`src/rtl/cpu_pkg.sv`:
```
// Shared definitions for the fetch front end.
//   ADDR_W               : fetch address width
//   DEFAULT_RESET_VECTOR : default first fetch address after reset
//   state_t              : fetch FSM states
//   redir_t              : redirect kinds; encoding doubles as priority (higher wins)
//   redir_req_t          : redirect kind plus its resolved byte target
package cpu_pkg;
    localparam int ADDR_W = 32;
    localparam logic [ADDR_W-1:0] DEFAULT_RESET_VECTOR = 32'h0000_0000;

    typedef enum logic [1:0] {
        ST_BOOT  = 2'd0,
        ST_FETCH = 2'd1,
        ST_HOLD  = 2'd2,
        ST_ERROR = 2'd3
    } state_t;

    typedef enum logic [1:0] {
        RD_NONE   = 2'd0,
        RD_BRANCH = 2'd1,
        RD_JUMP   = 2'd2,
        RD_JR     = 2'd3
    } redir_t;

    typedef struct packed {
        redir_t              kind;
        logic [ADDR_W-1:0]   target;
    } redir_req_t;
endpackage

```
`src/rtl/pc_target_calc.sv`:
```
// Combinational branch / jump target arithmetic.
//   pc_plus4      in  : address of the next sequential instruction
//   branch_imm    in  : sign-extended word offset
//   jump_index    in  : J-type word index
//   branch_target out : pc_plus4 + (branch_imm << 2), wraps modulo 2^32
//   jump_target   out : {pc_plus4[31:28], jump_index, 2'b00}
module pc_target_calc
    import cpu_pkg::*;
(
    input  logic [ADDR_W-1:0] pc_plus4,
    input  logic [ADDR_W-1:0] branch_imm,
    input  logic [25:0]       jump_index,
    output logic [ADDR_W-1:0] branch_target,
    output logic [ADDR_W-1:0] jump_target
);
    assign branch_target = pc_plus4 + (branch_imm << 2);
    assign jump_target   = {pc_plus4[31:28], jump_index, 2'b00};
endmodule

```
`src/rtl/pc_fetch_unit.sv`:
```
// Program-counter / instruction-fetch sequencer.
//   clk, rst_n        : clock, async active-low reset
//   stall             : downstream hold, freezes pc after a completed fetch
//   branch_taken/imm  : PC-relative redirect
//   jump/jump_index   : J-type redirect
//   jr/jr_target      : register redirect (must be word aligned)
//   imem_ready        : instruction memory accepts/returns the current request
//   imem_req, pc      : fetch request and its address
//   pc_plus4          : pc + 4
//   fetch_done        : pulse on the cycle a fetch completes
//   align_err         : sticky, set by a misaligned jr target; parks the FSM in ERROR
module pc_fetch_unit
    import cpu_pkg::*;
#(
    parameter logic [ADDR_W-1:0] RESET_VECTOR = DEFAULT_RESET_VECTOR
)(
    input  logic              clk,
    input  logic              rst_n,
    input  logic              stall,
    input  logic              branch_taken,
    input  logic [ADDR_W-1:0] branch_imm,
    input  logic              jump,
    input  logic [25:0]       jump_index,
    input  logic              jr,
    input  logic [ADDR_W-1:0] jr_target,
    input  logic              imem_ready,
    output logic              imem_req,
    output logic [ADDR_W-1:0] pc,
    output logic [ADDR_W-1:0] pc_plus4,
    output logic              fetch_done,
    output logic              align_err
);
    state_t            r_state;
    logic [ADDR_W-1:0] r_pc;
    redir_req_t        r_pend;
    logic              r_align_err;

    logic [ADDR_W-1:0] w_pc_plus4, w_branch_target, w_jump_target, w_next_pc;
    redir_req_t        w_cur, w_sel;
    logic              w_complete, w_advance, w_misalign;

    assign w_pc_plus4 = r_pc + 32'd4;

    pc_target_calc u_calc (
        .pc_plus4      (w_pc_plus4),
        .branch_imm    (branch_imm),
        .jump_index    (jump_index),
        .branch_target (w_branch_target),
        .jump_target   (w_jump_target)
    );

    // Highest-priority redirect presented this cycle.
    always_comb begin
        w_cur = '{kind: RD_NONE, target: w_pc_plus4};
        if (jr)                w_cur = '{kind: RD_JR,     target: jr_target};
        else if (jump)         w_cur = '{kind: RD_JUMP,   target: w_jump_target};
        else if (branch_taken) w_cur = '{kind: RD_BRANCH, target: w_branch_target};
    end

    // Merge with the pending latch: a live request of equal or higher
    // priority overrides, a lower one is dropped. pc is constant while a
    // redirect is pending, so latched branch/jump targets stay valid.
    always_comb begin
        w_sel = r_pend;
        if (w_cur.kind != RD_NONE && w_cur.kind >= r_pend.kind) w_sel = w_cur;
    end

    assign w_next_pc  = (w_sel.kind == RD_NONE) ? w_pc_plus4 : w_sel.target;
    assign w_misalign = (w_sel.kind == RD_JR) && (w_sel.target[1:0] != 2'b00);
    assign w_complete = (r_state == ST_FETCH) && imem_ready;
    // pc moves on an unstalled completion, or when stall drops in HOLD.
    assign w_advance  = (w_complete || r_state == ST_HOLD) && !stall;

    always_ff @(posedge clk or negedge rst_n) begin
        if (!rst_n) begin
            r_state     <= ST_BOOT;
            r_pc        <= RESET_VECTOR;
            r_pend      <= '0;
            r_align_err <= 1'b0;
        end else begin
            unique case (r_state)
                ST_BOOT: r_state <= ST_FETCH;
                ST_FETCH, ST_HOLD: begin
                    if (w_advance) begin
                        if (w_misalign) begin
                            r_align_err <= 1'b1;
                            r_state     <= ST_ERROR;
                        end else begin
                            r_pc    <= w_next_pc;
                            r_pend  <= '0;
                            r_state <= ST_FETCH;
                        end
                    end else begin
                        // Carries redirects across a wait for ready and
                        // through HOLD until pc is finally updated.
                        r_pend <= w_sel;
                        if (w_complete) r_state <= ST_HOLD;
                    end
                end
                default: ; // ST_ERROR: frozen until reset
            endcase
        end
    end

    assign imem_req   = (r_state == ST_FETCH);
    assign fetch_done = w_complete;
    assign pc         = r_pc;
    assign pc_plus4   = w_pc_plus4;
    assign align_err  = r_align_err;
endmodule
```
`config.mk`:
```
export PLATFORM = sky130hd
export DESIGN_NAME = pc_fetch_unit
export DESIGN_NICKNAME = d
export VERILOG_FILES = /design/src/rtl/cpu_pkg.sv /design/src/rtl/pc_target_calc.sv /design/src/rtl/pc_fetch_unit.sv
export SDC_FILE = /design/constraint.sdc
export NUM_CORES = 1
export LEC_CHECK = 0
export ABC_AREA = 1
export CAP_MARGIN = 40
export CORE_ASPECT_RATIO = 0.75
export CORE_MARGIN = 10
export CORE_UTILIZATION = 30
export CTS_CLUSTER_SIZE = 25
export DETAILED_ROUTE_END_ITERATION = 8
export GPL_ROUTABILITY_DRIVEN = 0
export SLEW_MARGIN = 20
export SYNTH_ARGS = -nofsm -noshare
export SYNTH_HDL_FRONTEND = slang
export SYNTH_HIERARCHICAL = 1
export SYNTH_SLANG_ARGS = --single-unit
export TNS_END_PERCENT = 20
```
`constraint.sdc`:
```
create_clock -name clk -period 8.3 [get_ports clk]
set_input_delay 1.245 -clock clk [delete_from_list [all_inputs] [get_ports clk]]
set_output_delay 1.245 -clock clk [all_outputs]
set_load 0.01 [all_outputs]
```
# Word-level counts from Yosys, hierarchy flattened
# Cells that the tools add are included.
[totals]
romBits = 0
mem_count = 0
latch_bits = 0
ram_bits = 0
ff_bits = 69
elab_cells = 41
[op_classes]
reduce_logical = 16
shifts = 0
order_cmp = 1
n_div = 0
n_eq_ne = 5
n_bitwise = 1
muxes = 11
mul = 0
add_sub_neg = 2
[ops]
columns = ["operator", "count"]
rows = [
  ["34-bit two-way mux", 5],
  ["33-bit two-way mux", 1],
  ["32-bit by 3-bit adder with 32-bit output (second input constant)", 1],
  ["32-bit adder", 1],
  ["32-bit two-way mux", 1],
  ["2-bit two-way mux", 3],
  ["3-bit AND reduction", 2],
  ["2-bit nonzero test", 3],
  ["2-bit == test (second input constant)", 2],
  ["1-bit logical AND", 4],
  ["2-bit zero test", 2],
  ["2-bit one-hot mux with 2 select lines", 1],
  ["2-bit AND reduction", 2],
  ["3-bit inequality test (second input constant)", 1],
  ["2-bit by 1-bit == test with 1-bit output (second input constant)", 1],
  ["2-bit >= comparator", 1],
  ["2-bit inequality test (second input constant)", 1],
  ["2-bit OR reduction", 1],
  ["1-bit zero test", 1],
  ["1-bit logical OR", 1],
  ["1-bit NOT", 1],
]

# Logic depth before layout (Yosys ltp)
[depth]
word_depth = 13
ltp_mapped = 27
mapped_depth_nobuf = 27

# Cells and area by module
# Netlist, hierarchy kept.
[by_module_without_submodules]
columns = ["module", "area_per_inst_um2", "instances", "cells_each", "seq_area_each_um2"]
rows = [
  ["pc_fetch_unit", 5322.6, 1, 886, 1726.7],
  ["pc_target_calc", 2492.4, 1, 479, 0.0],
]

# Worst setup path before layout
# Ideal clock, no wire load.
[synth_path]
path_kind = "flip-flop to flip-flop"
start = "register r_pc[3], in the netlist pc[3]"
end = "register r_pc[27], in the netlist pc[27]"
required_time_ps = 8184
setup_slack_ps = 5036
arrival_time_ps = 3148
path_buffers = 0
stages_incl_launch_ff = 22
period_less_slack_ps = 3264
cell_sequence = "dfrtp_1 ha_1 nand2_1 nor2_1 nand2_1 nor2_1 nand2_1 xnor2_1 ha_1 nand2_1 inv_1 a21oi_1 inv_1 a21oi_1 nand3_1 nand2_1 nand2_1 a221oi_1 a21o_1 nand3_1 nand2_1 nand2_1"
[synth_between]
elab_chain_len = 7
[synth_lines]
columns = ["element", "line_no", "source"]
rows = [
  ["from (decl)", "pc_fetch_unit.sv:34", "logic [ADDR_W-1:0] r_pc;"],
  ["from (signal assigned)", "pc_fetch_unit.sv:89", "r_pc <= w_next_pc;"],
  ["32-bit by 3-bit adder with 32-bit output", "pc_fetch_unit.sv:42", "assign w_pc_plus4 = r_pc + 32'd4;"],
  ["net pc_plus4[22]", "pc_fetch_unit.sv:29", "output logic [ADDR_W-1:0] pc_plus4,"],
  ["32-bit adder", "pc_target_calc.sv:16", "assign branch_target = pc_plus4 + (branch_imm << 2);"],
  ["net w_branch_target[27]", "pc_fetch_unit.sv:38", "logic [ADDR_W-1:0] w_pc_plus4, w_branch_target, w_jump_target, w_next_pc;"],
  ["33-bit two-way mux", "pc_fetch_unit.sv:57", "else if (branch_taken) w_cur = '{kind: RD_BRANCH, target: w_branch_target};"],
  ["34-bit two-way mux", "pc_fetch_unit.sv:56", "else if (jump) w_cur = '{kind: RD_JUMP, target: w_jump_target};"],
  ["34-bit two-way mux", "pc_fetch_unit.sv:55", "if (jr) w_cur = '{kind: RD_JR, target: jr_target};"],
  ["34-bit two-way mux", "pc_fetch_unit.sv:65", "if (w_cur.kind != RD_NONE && w_cur.kind >= r_pend.kind) w_sel = w_cur;"],
  ["32-bit two-way mux", "pc_fetch_unit.sv:68", "assign w_next_pc = (w_sel.kind == RD_NONE) ? w_pc_plus4 : w_sel.target;"],
]
# The timed path passes the listed nets, and every way through them passes these cells.
# A chain may end at the register's enable or synchronous reset.

# Final worst setup path
[layout_path]
start = "input port jump"
end = "register r_pc[25], in the netlist pc[25]"
[layout_between]
elab_chain_len = 9
[layout_lines]
columns = ["element", "line_no", "source"]
rows = [
  ["from (decl)", "pc_fetch_unit.sv:22", "input logic jump,"],
  ["34-bit two-way mux *", "pc_fetch_unit.sv:56", ""],
  ["34-bit two-way mux *", "pc_fetch_unit.sv:55", ""],
  ["2-bit >= comparator / 2-bit nonzero test (equally long branches)", "pc_fetch_unit.sv:65", ""],
  ["1-bit logical AND", "pc_fetch_unit.sv:65", ""],
  ["34-bit two-way mux *", "pc_fetch_unit.sv:65", ""],
  ["2-bit == test / 2-bit nonzero test (equally long branches)", "pc_fetch_unit.sv:69", "assign w_misalign = (w_sel.kind == RD_JR) && (w_sel.target[1:0] != 2'b00);"],
  ["1-bit logical AND", "pc_fetch_unit.sv:69", ""],
  ["1-bit NOT (no line)", "-", ""],
  ["3-bit AND reduction (no line)", "-", ""],
]
# Mark *: on every way between the ends. The rest lies on a longest branch, timed or not.

==> run summary <==
Multiplexer cells account for 0% of the synthesized area. Top achievable clock speed: 219 MHz. The cell at the slowest stage of the critical path is sky130_fd_sc_hd__nand3_2. The most common cell after layout, fill and taps aside is sky130_fd_sc_hd__nand2_1. The average instance area after synthesis works out to 5.73 µm².

STA classifies the critical path startpoint as an input port. The synthesized design contains 0 enable-type register cells. By area, the combinational part of the netlist is dominated by simple AND/OR/NAND/NOR gates.

Across the run, the number of max-cap violations was 0. The proportion of synthesized chip area in sequential cells was 22.1%. In this run the core area contains 51 standard-cell rows. The setup TNS after final layout was 0 ps. TritonCTS built the clock tree. The core region is 0.0258 mm². The tools report the final-report setup violation count as 0.

The run finished with clean final reports. For the summed instance area of the synthesized netlist, the log shows 0.00781 mm². The adder-cell share of the synthesized area works out to 5.70%. The core utilization of the finished layout was 38.3%; the internal power consumption was 1.71 mW.

The worst IR drop on VDD is 0.000153 V. The number of endpoints with negative hold slack in the final report was 0. Of all nets on the critical path, the largest fanout is 38. The share of total power dissipated in the clock network is 11.9%. After filler insertion, the fill cell instance count of the layout stands at 2774. On the final layout, the worst clock skew is 12.6 ps. The minimum clock period after layout is 4570 ps.

After Yosys synthesis, XOR and XNOR cells account for 3.14% of the synthesized area. Traced cell by cell, the critical path runs through clkdlybuf4s50_1, buf_4, nor2_1, inv_1, ha_1, nand2_1, nand2_2, nand2_2, buf_12, nand2_1, o21ai_1, nand2_1, nand2_4, nand3_2, nor2_1, nand2_1, nand2_1. Pin placement for this block handled 164 I/O pins. The type of element capturing the critical path is a flop.

Global routing used 17.4% of the available tracks across all layers. The critical setup path kind was in2reg. For the depth of the CTS H-tree, the log shows 3.

During placement, the flow inserted port buffers numbering 161. The design draws 3.62 mW. The detail route stage leaves a number of antenna-violating nets equal to 0.

The initial utilization of the core area, before any placement, comes to 30.3%. Data on the critical path arrives at its endpoint at 4850 ps. The Yosys step of the flow raised 6 warnings.

In the final layout, the multi-input gates occupy 0.00505 mm². The die width is 206 µm, and the net switching component of the power is 1.90 mW. The logs give 2 for the buffer levels on the longest clock path and 7996 for the number of global-route vias before repair.

Of the total power, combinational logic draws 69.9%. The post-route DRC violation count came out at 0. After Yosys synthesis, and, or, nand and nor cells account for 47.2% of the synthesized area. Once the clock tree was built, the setup fixing pass inserted 0 buffers. The slew at the pin closest to its max-slew limit is 807 ps, and the total congestion overflow is 0. The number of antenna repair diodes was 0; the clock input transition at the sequential cells of the worst setup and hold paths was 60 ps.

The share of post-route cells with drive strength above 1 is 5.47%, and the hold-fix buffer count after cts is 0. Of the total power, registers draw 18.1%. The overall via count from detail_route is 8473, and the die span in y is 160 µm. Synthesis-to-finish area growth: 26.5%. In the routed layout, each cell is associated on average with a via count of 4.64. The run gives 45.8% as the headroom to the max-slew limit. The most used flip-flop cell after synthesis is sky130_fd_sc_hd__dfrtp_1.

The number of storage elements in the synthesis netlist works out to 69. Setup repair after global routing left no endpoint under its margin. The final wirelength is 29500 µm, and the share of flip-flops with an asynchronous set or reset after synthesis is 100%. On the worst path, the slowest cell contributes a delay of 510 ps. The synthesized netlist contains 43 unique library cells.

By instance count, the cell type seen most on the critical path is sky130_fd_sc_hd__nand2_1. The worst min-delay path category is reg2reg. After the last flow step, the layout net total stands at 1608. The floorplan step defined a die boundary enclosing 0.0330 mm².

The analysis attributes to cell leakage a power of 5.15 nW. The sequential cells in the finished layout cover a total of 0.00173 mm². Clock latency on the worst-skew pair: 350 ps. Of the available clock period, the critical path in the final layout requires 55.1%. The instance count of the mapped netlist is 1365, and the per-cell routed wire length is 16.1 µm.

For this run, the detailed router's first-pass iteration total came to 5. The wire-length estimate of the detail-placed layout is 24300 µm. The first routing iteration left 789 violations.

The root buffer cell chosen for the clock tree is sky130_fd_sc_hd__clkbuf_16. The total number of clock tree sinks was 69. The total count of max-transition violations in the final report was 0; the fraction of power spent switching nets was 52.6%. The synthesized-area fraction occupied by ao, oa, aoi and oai cells came out at 8.45%. For the data required time of the critical path, the log shows 8580 ps.

In the layout the commonest cells are sky130_fd_sc_hd__nand2_1 (628), sky130_fd_sc_hd__clkdlybuf4s50_1 (160), sky130_fd_sc_hd__nor2_1 (148). The maximum number of pins on one net before global-route repair is 44, and the power density relative to cell area is 366 mW/mm². The initial antenna violation count was 0. Buffers inserted during clock tree synthesis total 9. The first-pass GRT wire length is 45000 µm. The post-cts resize count is 0.
-- layout make-up --
cell class	count	area share, %
inverters	152	5.77
clock inverters	4	0.709
multi-input cells	1072	51.1
well taps	344	4.35
repair buffers	172	18.0
flip-flops and latches	69	17.5
clock buffers	12	2.59
-- metrics by stage --
step | hold slack [ps] | setup slack (ps) | std cells | area, µm²
final | 469 | 3730 | 1825 | 9880
after global routing | 491 | 3320 | 1825 | 9880
after CTS | 467 | 3770 | 1825 | 9880
after detailed placement | 452 | 3420 | 1809 | 9560
after global placement | 449 | 2130 | 1802 | 9420
after floorplan | 434 | 5040 | 1366 | 7820
-- flip-flops by register name, indices dropped and copies added, names as in the netlist --
register / count
align_err: 1
pc: 32
r_pend: 34
r_state: 2
-- cells in the mapped netlist (all sizes together), types with 2 or more instances --
cell type  instances  share of area [%]
a22oi              2               0.19
a21o               2               0.19
nand4              8               0.64
xnor2              9                1.0
a221oi            23                2.6
ha                34                5.4
and2               7               0.56
buf               60                5.5
nand3b             4               0.38
or2                5               0.40
o21ai             42                2.8
nor2             161                8.3
dfrtp             69                 22
o31ai              2               0.19
nand3             63                4.4
nand2            648                 32
xor2              19                2.1
nor3               7               0.70
inv              151                7.3
o21bai             5               0.48
clkbuf            13               0.62
a21oi             24                1.6
-- final timing paths --
| kind | startpoint | endpoint | cells after the start | slack, ps |
|---|---|---|---|---|
| worst max register to register | pc[3]$_DFFE_PN0P_ | pc[31]$_DFFE_PN0P_ | 22 | 4070 |
| worst min register to register | r_pend[20]$_DFFE_PN0P_ | r_pend[20]$_DFFE_PN0P_ | 2 | 470 |
| max in group asynchronous | rst_n | r_pend[29]$_DFFE_PN0P_ | 3 | 6820 |
| min in group asynchronous | rst_n | r_state[0]$_DFFE_PN0P_ | 2 | 900 |
| worst min-delay path | r_pend[20]$_DFFE_PN0P_ | r_pend[20]$_DFFE_PN0P_ | 2 | 470 |
| worst max-delay path | jump | pc[25]$_DFFE_PN0P_ | 17 | 3730 |
-- power groups by stage --
| stage | combinational [mW] | sequential (mW) | clock (mW) |
|---|---|---|---|
| 2_1_floorplan | 1.62 | 0.636 | 0 |
| 3_5_place_dp | 2.51 | 0.656 | 0 |
| 5_1_grt | 2.82 | 0.676 | 0.447 |
| 3_3_place_gp | 2.39 | 0.654 | 0 |
| 4_1_cts | 2.52 | 0.651 | 0.434 |
| 6_report | 2.53 | 0.656 | 0.432 |
-- critical path, delay by kind of cell --
family	cells	cell delay (ps)
adders and majority gates	1	300
and+or+nand+nor	11	2100
AOI/OAI and AO/OA	1	130
buffers and inverters	4	1040
-- cells by family after synthesis --
kind of cell | count (synthesis)
other cells | 1
simple gates | 903
compound gates | 104
fa+ha+maj | 35
buf+inv | 225
flops | 69
xor+xnor | 28
-- routing by layer --
metal | wire length (µm) | global-route usage [%] | part of all wire [%]
met5 | 0 | 0 | 0
met4 | 435 | 4.17 | 1.5
met3 | 2080 | 3.60 | 7.0
met2 | 12600 | 26.0 | 43
met1 | 14400 | 24.8 | 49
Power figures use the tool's default switching activity.
